**config.mk**
```make
export PLATFORM = sky130hd
export DESIGN_NAME = mem_access_unit
export DESIGN_NICKNAME = d
export VERILOG_FILES = /design/src/rtl/mem_access_unit.sv
export SDC_FILE = /design/constraint.sdc
export NUM_CORES = 1
export LEC_CHECK = 0
export CAP_MARGIN = 40
export CORE_MARGIN = 3
export CORE_UTILIZATION = 50
export CTS_CLUSTER_DIAMETER = 80
export DETAILED_ROUTE_END_ITERATION = 6
export HOLD_SLACK_MARGIN = 0.12
export PLACE_DENSITY = 0.93
export SLEW_MARGIN = 20
export SYNTH_ARGS = -nofsm -noshare
export SYNTH_HDL_FRONTEND = slang
export SYNTH_SLANG_ARGS = --single-unit
```
**constraint.sdc**
```tcl
create_clock -name clk_i -period 4.5 [get_ports clk_i]
set_input_delay 0.9 -clock clk_i [delete_from_list [all_inputs] [get_ports clk_i]]
set_output_delay 0.9 -clock clk_i [all_outputs]
set_load 0.1 [all_outputs]
```
**src/rtl/mem_access_unit.sv**
```systemverilog
// Memory-stage load/store sequencer in front of the data cache RAM.
// Handles one request at a time: load lane extraction and read-modify-write for sub-word stores.
module mem_access_unit #(
  parameter int unsigned ADDR_W = 32,
  parameter int unsigned DATA_W = 32
) (
  input  logic              clk_i,
  input  logic              rst_i,
  input  logic              req_valid_i,
  output logic              req_ready_o,
  input  logic              req_store_i,
  input  logic [1:0]        req_size_i,
  input  logic              req_unsigned_i,
  input  logic [ADDR_W-1:0] req_addr_i,
  input  logic [DATA_W-1:0] req_wdata_i,
  output logic              resp_valid_o,
  input  logic              resp_ready_i,
  output logic [DATA_W-1:0] resp_data_o,
  output logic              resp_err_o,
  output logic [ADDR_W-1:0] dc_raddr_o,
  input  logic [DATA_W-1:0] dc_rdata_i,
  output logic [ADDR_W-1:0] dc_waddr_o,
  output logic [DATA_W-1:0] dc_wdata_o,
  output logic              dc_we_o
);

  localparam int unsigned BYTE_W = 8;
  localparam int unsigned HALF_W = 16;

  localparam logic [1:0] SZ_BYTE = 2'b00;
  localparam logic [1:0] SZ_HALF = 2'b01;
  localparam logic [1:0] SZ_WORD = 2'b10;

  typedef enum logic [1:0] {
    S_IDLE   = 2'b00,
    S_ACCESS = 2'b01,
    S_MERGE  = 2'b10,
    S_RESP   = 2'b11
  } state_e;

  state_e              state_q;
  logic                store_q;
  logic [1:0]          size_q;
  logic                uns_q;
  logic [ADDR_W-1:0]   addr_q;
  logic [HALF_W-1:0]   wdata_q;
  logic [DATA_W-1:0]   resp_data_q;
  logic                resp_err_q;
  logic [ADDR_W-1:0]   dc_raddr_q;
  logic [ADDR_W-1:0]   dc_waddr_q;
  logic [DATA_W-1:0]   dc_wdata_q;
  logic                dc_we_q;

  // Reserved size or a half/word address not aligned to its own size.
  function automatic logic req_misaligned(input logic [1:0] size, input logic [1:0] lane);
    logic bad;
    bad = 1'b0;
    unique case (size)
      SZ_BYTE: bad = 1'b0;
      SZ_HALF: bad = lane[0];
      SZ_WORD: bad = (lane != 2'b00);
      default: bad = 1'b1;
    endcase
    return bad;
  endfunction

  // Pick the addressed little-endian lane and extend it to a full word.
  function automatic logic [DATA_W-1:0] load_extend(input logic [DATA_W-1:0] word,
                                                    input logic [1:0]        size,
                                                    input logic [1:0]        lane,
                                                    input logic              uns);
    logic [BYTE_W-1:0] b;
    logic [HALF_W-1:0] h;
    logic [DATA_W-1:0] res;
    b = BYTE_W'(word >> {lane, 3'b000});
    h = HALF_W'(word >> {lane[1], 4'b0000});
    unique case (size)
      SZ_BYTE: res = uns ? DATA_W'(b) : {{(DATA_W-BYTE_W){b[BYTE_W-1]}}, b};
      SZ_HALF: res = uns ? DATA_W'(h) : {{(DATA_W-HALF_W){h[HALF_W-1]}}, h};
      default: res = word;
    endcase
    return res;
  endfunction

  // Overwrite the addressed byte or half lane of the word read from the cache.
  function automatic logic [DATA_W-1:0] merge_lane(input logic [DATA_W-1:0] word,
                                                   input logic [HALF_W-1:0] wdata,
                                                   input logic [1:0]        size,
                                                   input logic [1:0]        lane);
    logic [DATA_W-1:0] mask;
    logic [4:0]        sh;
    if (size == SZ_BYTE) begin
      sh   = {lane, 3'b000};
      mask = DATA_W'(8'hFF) << sh;
    end else begin
      sh   = {lane[1], 4'b0000};
      mask = DATA_W'(16'hFFFF) << sh;
    end
    return (word & ~mask) | ((DATA_W'(wdata) << sh) & mask);
  endfunction

  always_ff @(posedge clk_i) begin
    if (rst_i) begin
      state_q     <= S_IDLE;
      store_q     <= 1'b0;
      size_q      <= 2'b00;
      uns_q       <= 1'b0;
      addr_q      <= '0;
      wdata_q     <= '0;
      resp_data_q <= '0;
      resp_err_q  <= 1'b0;
      dc_raddr_q  <= '0;
      dc_waddr_q  <= '0;
      dc_wdata_q  <= '0;
      dc_we_q     <= 1'b0;
    end else begin
      unique case (state_q)
        S_IDLE: begin
          if (req_valid_i) begin
            store_q <= req_store_i;
            size_q  <= req_size_i;
            uns_q   <= req_unsigned_i;
            addr_q  <= req_addr_i;
            wdata_q <= req_wdata_i[HALF_W-1:0];
            if (req_misaligned(req_size_i, req_addr_i[1:0])) begin
              resp_err_q  <= 1'b1;
              resp_data_q <= '0;
              state_q     <= S_RESP;
            end else begin
              resp_err_q <= 1'b0;
              dc_raddr_q <= req_addr_i >> 2;
              state_q    <= S_ACCESS;
              // Full-word stores need no read, so the write goes out during ACCESS.
              if (req_store_i && (req_size_i == SZ_WORD)) begin
                dc_we_q    <= 1'b1;
                dc_waddr_q <= {req_addr_i[ADDR_W-1:2], 2'b00};
                dc_wdata_q <= req_wdata_i;
              end
            end
          end
        end

        S_ACCESS: begin
          dc_raddr_q <= '0;
          if (!store_q) begin
            resp_data_q <= load_extend(dc_rdata_i, size_q, addr_q[1:0], uns_q);
            state_q     <= S_RESP;
          end else if (size_q == SZ_WORD) begin
            dc_we_q     <= 1'b0;
            dc_waddr_q  <= '0;
            dc_wdata_q  <= '0;
            resp_data_q <= '0;
            state_q     <= S_RESP;
          end else begin
            // dc_wdata_q acts as the merge register for the read-modify-write.
            dc_we_q    <= 1'b1;
            dc_waddr_q <= {addr_q[ADDR_W-1:2], 2'b00};
            dc_wdata_q <= merge_lane(dc_rdata_i, wdata_q, size_q, addr_q[1:0]);
            state_q    <= S_MERGE;
          end
        end

        S_MERGE: begin
          dc_we_q     <= 1'b0;
          dc_waddr_q  <= '0;
          dc_wdata_q  <= '0;
          resp_data_q <= '0;
          state_q     <= S_RESP;
        end

        S_RESP: begin
          if (resp_ready_i) begin
            resp_data_q <= '0;
            resp_err_q  <= 1'b0;
            state_q     <= S_IDLE;
          end
        end

        default: state_q <= S_IDLE;
      endcase
    end
  end

  assign req_ready_o  = (state_q == S_IDLE);
  assign resp_valid_o = (state_q == S_RESP);
  assign resp_data_o  = resp_data_q;
  assign resp_err_o   = resp_err_q;
  assign dc_raddr_o   = dc_raddr_q;
  assign dc_waddr_o   = dc_waddr_q;
  assign dc_wdata_o   = dc_wdata_q;
  // A reset arriving mid-write must suppress the write at that same edge.
  assign dc_we_o      = dc_we_q & ~rst_i;

endmodule

```
After elaboration in Yosys (flattened, before gate mapping):

Index checks and enable logic that the tools add are counted.

* word-level logic and storage cells: 105
* output and inout bits: 132
* register bits: 184
* input port bits: 104

* equal/unequal tests: 14
* mux-type cells: 54
* bitwise operators: 6
* shifts and indexed selects: 5
* reductions and logical operators: 14

Operators by type and width (number)
* two-way mux 32 bit: 24
* one-hot mux 32 bit (3 select lines): 2
* one-hot mux 32 bit (2 select lines): 2
* one-hot mux 32 bit (4 select lines): 1
* AND 32 bit: 2
* NOT 32 bit: 1
* OR 32 bit: 1
* << shifter 16 x 5 -> 32 bit: 1
* << shifter 16 x 5 -> 32 bit, first input constant: 1
* << shifter 8 x 5 -> 32 bit, first input constant: 1
* right shift 32 x 5 -> 16 bit: 1
* right shift 32 x 5 -> 8 bit: 1
* two-way mux 5 bit: 4
* two-way mux 1 bit: 13
* equality test 2 bit, second input constant: 4
* one-hot mux 2 bit (4 select lines): 1
* equality test 2 x 1 -> 1 bit, second input constant: 3
* logical NOT 2 bit: 3
* two-way mux 2 bit: 3
* != test 2 x 1 -> 1 bit, second input constant: 3
* != test 2 bit, second input constant: 3
* one-hot mux 1 bit (3 select lines): 2
* AND reduction 3 bit: 2
* nonzero test 2 bit: 3
* 10 further kinds: 11

Depth between registers and ports, before layout:

* depth in word-level cells: 12
* mapped depth: 9
* gate-level depth less buffers: 6

Worst setup path before layout:

No wires, ideal clock.

* kind: input to output
* start: in rst_i
* end: out dc_we_o
* stages: 3
* slack: 0.966 ns
* arrival time: 2.634 ns
* cell sequence: clkbuf_1 > clkbuf_1 > nor2b_1

* longest elaborated chain between the ends: 2

Ends and longest elaborated chain
* start: declaration: RTL line 8 `input logic rst_i,`
* NOT 1 bit: RTL line 192 `assign dc_we_o = dc_we_q & ~rst_i;`
* AND 1 bit: RTL line 192
* end: declaration: RTL line 24 `output logic dc_we_o`

No other way between the ends.

Worst setup path in the final report:

* start: reg state_q[0]
* end: out req_ready_o

* longest elaborated chain between the ends: 1

Ends and longest elaborated chain
* start: declaration: RTL line 41 `state_e state_q;`
* start signal: assignment: RTL line 104 `state_q <= S_IDLE;`
* start signal: assignment: RTL line 128 `state_q <= S_RESP;`
* start signal: assignment: RTL line 132 `state_q <= S_ACCESS;`
* logical NOT 2 bit: RTL line 184 `assign req_ready_o = (state_q == S_IDLE);`
* end: declaration: RTL line 10 `output logic req_ready_o,`

No other way between the ends.

==> results.sh <==
export IMPL_startpoint_type="flop"
export IMPL_clock_sinks=180
export IMPL_die_y_um=134
export IMPL_yosysWarningCount=0
export IMPL_area_growth_pct=65.4
export IMPL_rr_endpoint="dc_waddr_o[5]"
export IMPL_cts_resized=0
export IMPL_crit_family="buffers and inverters"
export IMPL_grt_total_usage_pct=41.4
export IMPL_endpoint_kind="output port"
export IMPL_criticalPathCategory="reg -> out"
export IMPL_grtUsageMet1_pct=43.8
export IMPL_min_path_type="reg -> reg"
export IMPL_grt_pass1_vias=10000
export IMPL_startpoint="state_q[0]"
export IMPL_coreArea_mm2=0.0159
export IMPL_synth_cell_type_count=59
export IMPL_violations="DRC"
export IMPL_diodes=0
export IMPL_reg2reg_from="size_q[0]"
export IMPL_start_util_pct=51.4
export IMPL_routed_wl_mm=38.1
export IMPL_place_gp_congestion=0.920
export IMPL_cts_root_buf="clkbuf_16"
export IMPL_crit_cells=4
export IMPL_dieArea_mm2=0.0180
export IMPL_rows=46
export IMPL_drive_above_1_share_pct=15.5
export IMPL_drtAntennaViolNets=0
export IMPL_cts_buffer_depth=2
export IMPL_synth_top_area_share_pct=44.0
export IMPL_r2r_cells=6
export IMPL_nNetsFinal=1368
export IMPL_tightest_slew_ps=879
export IMPL_power_leakage_nw=5.13
export IMPL_dr_pass1_iters=7
export IMPL_synth_edf_count=0
export IMPL_rsz0062_at_grt="false"
export IMPL_crit_slowest_cell="clkdlybuf4s50_1"
export IMPL_clock_latency_ps=450
export IMPL_ys_flop_type="dfxtp_1"
export IMPL_power_frac_clock_pct=13.1
export IMPL_power_share_sequential_pct=21.0
export IMPL_wl_per_cell_um=25.6
export IMPL_hold_viol_final=0
export IMPL_drc=5
export IMPL_cts_htree_levels=4
export IMPL_post_route_min_period_ps=3160
export IMPL_crit_arrival_ps=2260
export IMPL_grt_overflow=0
export IMPL_dp_hpwl_mm=25.2
export IMPL_maxSlewHeadroom_pct=41.3
export IMPL_dp_cells=1456
export IMPL_endpoint="req_ready_o"
export IMPL_fin_setup_tns_ps=0
export IMPL_synth_seq_area_share_pct=44.0
export IMPL_cts_buffers=17
export IMPL_netlist_area_mm2=0.00820
export IMPL_ios=236
export IMPL_peakVddDrop_mv=0.730
export IMPL_grt_pass1_wl_mm=57.6
export IMPL_p_sw_share_pct=50.9
export IMPL_finalSetupViolCount=0
export IMPL_path_clk_slew_ps=70
export IMPL_p_per_area_mw_per_mm2=838
export IMPL_cts_tree="built"
export IMPL_antenna_found_initial=1
export IMPL_slowest_delay_ps=650
export IMPL_internal_power_mw=5.57
export IMPL_fin_cells=1488
export IMPL_via_per_inst=6.61
export IMPL_power_frac_comb_pct=65.8
export IMPL_path_buf_inv=3
export IMPL_busiest_layer="met2"
export IMPL_grt_use_met3_pct=12.1
export IMPL_io_buffer_count=231
export IMPL_yosys_area_top_type="dfxtp_1"
export IMPL_postCtsSetupBuffers=0
export IMPL_worstPathMaxFanout=12
export IMPL_postSynthCellCount=955
export IMPL_crit_chain="inv_1, ha_2, clkdlybuf4s50_1, buf_16"
export IMPL_avgSynthCellArea_um2=8.58
export IMPL_async_reset_ff_share_pct=0
export IMPL_regToRegSetupSlack_ps=1610
export IMPL_drv_slew=0
export IMPL_crit_required_ps=3600
export IMPL_routed_via_count=9831
export IMPL_grt_max_degree=73
export IMPL_skew_ps=12.6
export IMPL_globalRouteMet2Util_pct=69.9
export IMPL_drt_iter0_markers=1854
export IMPL_ctsHoldBuffers=0
export IMPL_status="finished with violations"
export IMPL_ys_top_cells_by_area="dfxtp_1 (44%), nand2_1 (5.3%), a21oi_1 (5.3%)"
export IMPL_die_width_um=134
export IMPL_fmax_mhz=317
export IMPL_cap_violations=0
export IMPL_synth_seq_cells=180
export IMPL_finalCritPeriodShare_pct=70.1
export IMPL_p_sw_mw=5.79
worst min-delay path, stage by stage, from the launching register on:
cell	delay, ps
dfxtp_1	310
nand2_1	50
a21oi_1	50
cells by family (layout without fill, tap and decap cells):
logic type / count (synthesis) / after routing / share of synthesized area [%]
AND/OR/NAND/NOR: 322 / 322 / 19.4
AO/OA/AOI/OAI: 316 / 316 / 27.6
flip-flops: 180 / 180 / 44.0
buffers and inverters: 118 / 432 / 6.41
multiplexers: 13 / 13 / 1.77
adder cells (fa/ha/maj): 5 / 5 / 0.763
other: 1 / 4 / 0.0458
Yosys cell counts (5+ instances only):
| cell | n |
|---|---|
| a21oi_1 | 86 |
| a21boi_1 | 8 |
| a311oi_1 | 24 |
| a221oi_1 | 13 |
| and3_1 | 14 |
| dfxtp_1 | 180 |
| nor2b_1 | 57 |
| buf_4 | 6 |
| inv_1 | 26 |
| nand2_1 | 115 |
| ha_1 | 5 |
| or2_2 | 6 |
| nand2b_1 | 38 |
| o221ai_1 | 16 |
| and4_1 | 6 |
| mux2i_1 | 10 |
| o21ai_1 | 11 |
| nor2_1 | 63 |
| o2bb2ai_1 | 22 |
| o311a_1 | 6 |
| buf_2 | 36 |
| clkbuf_1 | 45 |
| a211oi_1 | 31 |
| o2111a_1 | 7 |
| o22ai_1 | 6 |
| a22o_1 | 37 |
| o21ai_0 | 34 |
power groups by stage:
stage	logic, mW	clock network [mW]	registers, mW
global placement	5.32	0	2.34
detailed placement	7.27	0	2.38
floorplan	1.79	0	4.74
CTS	7.39	1.48	2.37
finish	7.48	1.49	2.39
global route	7.68	1.54	2.41
per-stage QoR:
| step | worst slack, ps | utilization [%] | hold slack (ps) | power [mW] | cell area [um^2] |
|---|---|---|---|---|---|
| 2_1_floorplan | 966 | - | 433 | 6.53 | 8210 |
| 3_3_place_gp | 1250 | 65.6 | 440 | 7.66 | 10500 |
| 3_5_place_dp | 1200 | 81.4 | 447 | 9.65 | 13000 |
| 4_1_cts | 1400 | 85.0 | 461 | 11.2 | 13600 |
| 5_1_grt | 1340 | 85.0 | 481 | 11.6 | 13600 |
| 6_report | 1340 | 85.0 | 462 | 11.4 | 13600 |
how the worst min path moves through the flow:
stage	to	cells after the start	slack (ps)	start
floorplan	wdata_q[10]	2	430	wdata_q[10]
global placement	wdata_q[13]	2	440	wdata_q[13]
detailed placement	wdata_q[13]	2	450	wdata_q[13]
CTS	wdata_q[13]	2	460	wdata_q[13]
global route	addr_q[2]	2	480	addr_q[2]
finish	wdata_q[13]	2	460	wdata_q[13]
flip-flops by register name, summed over array words and instances (netlist names), 2 cells and up:
name and flops:
dc_waddr_o 30, size_q 2, addr_q 32, dc_raddr_o 30, state_q 2, wdata_q 16
resp_data_o 32, dc_wdata_o 32
cell usage in the layout, fill, tap and decap left out, types with 13 or more instances in the layout:
cell,Yosys,final
nor2b_1,57,57
a211oi_1,31,31
a22o_1,37,37
a221oi_1,13,13
o221ai_1,16,16
a311oi_1,24,24
o2bb2ai_1,22,22
buf_16,0,42
and3_1,14,14
nand2_1,115,114
clkdlybuf4s50_1,0,229
clkbuf_16,0,17
inv_1,26,26
o21ai_0,34,34
nor2_1,63,63
buf_8,0,89
a21oi_1,86,86
dfxtp_1,180,179
nand2b_1,38,38
per-layer routing:
metal | up-vias | share of wire [%]
met3 | 364 | 12
met1 | 4472 | 31
li1 | 4023 | -
met2 | 970 | 47
met5 | - | 0.021
met4 | 2 | 10
area by class of cell:
type,instances,area [um^2]
repair buffers,372,4890
multi-input cells,660,4110
flip-flops and latches,180,3600
fillers,668,2390
clock buffers,19,453
well taps,216,270
clock inverters,13,125
inverters,28,105
No activity file was read; power rests on OpenSTA's default activity.
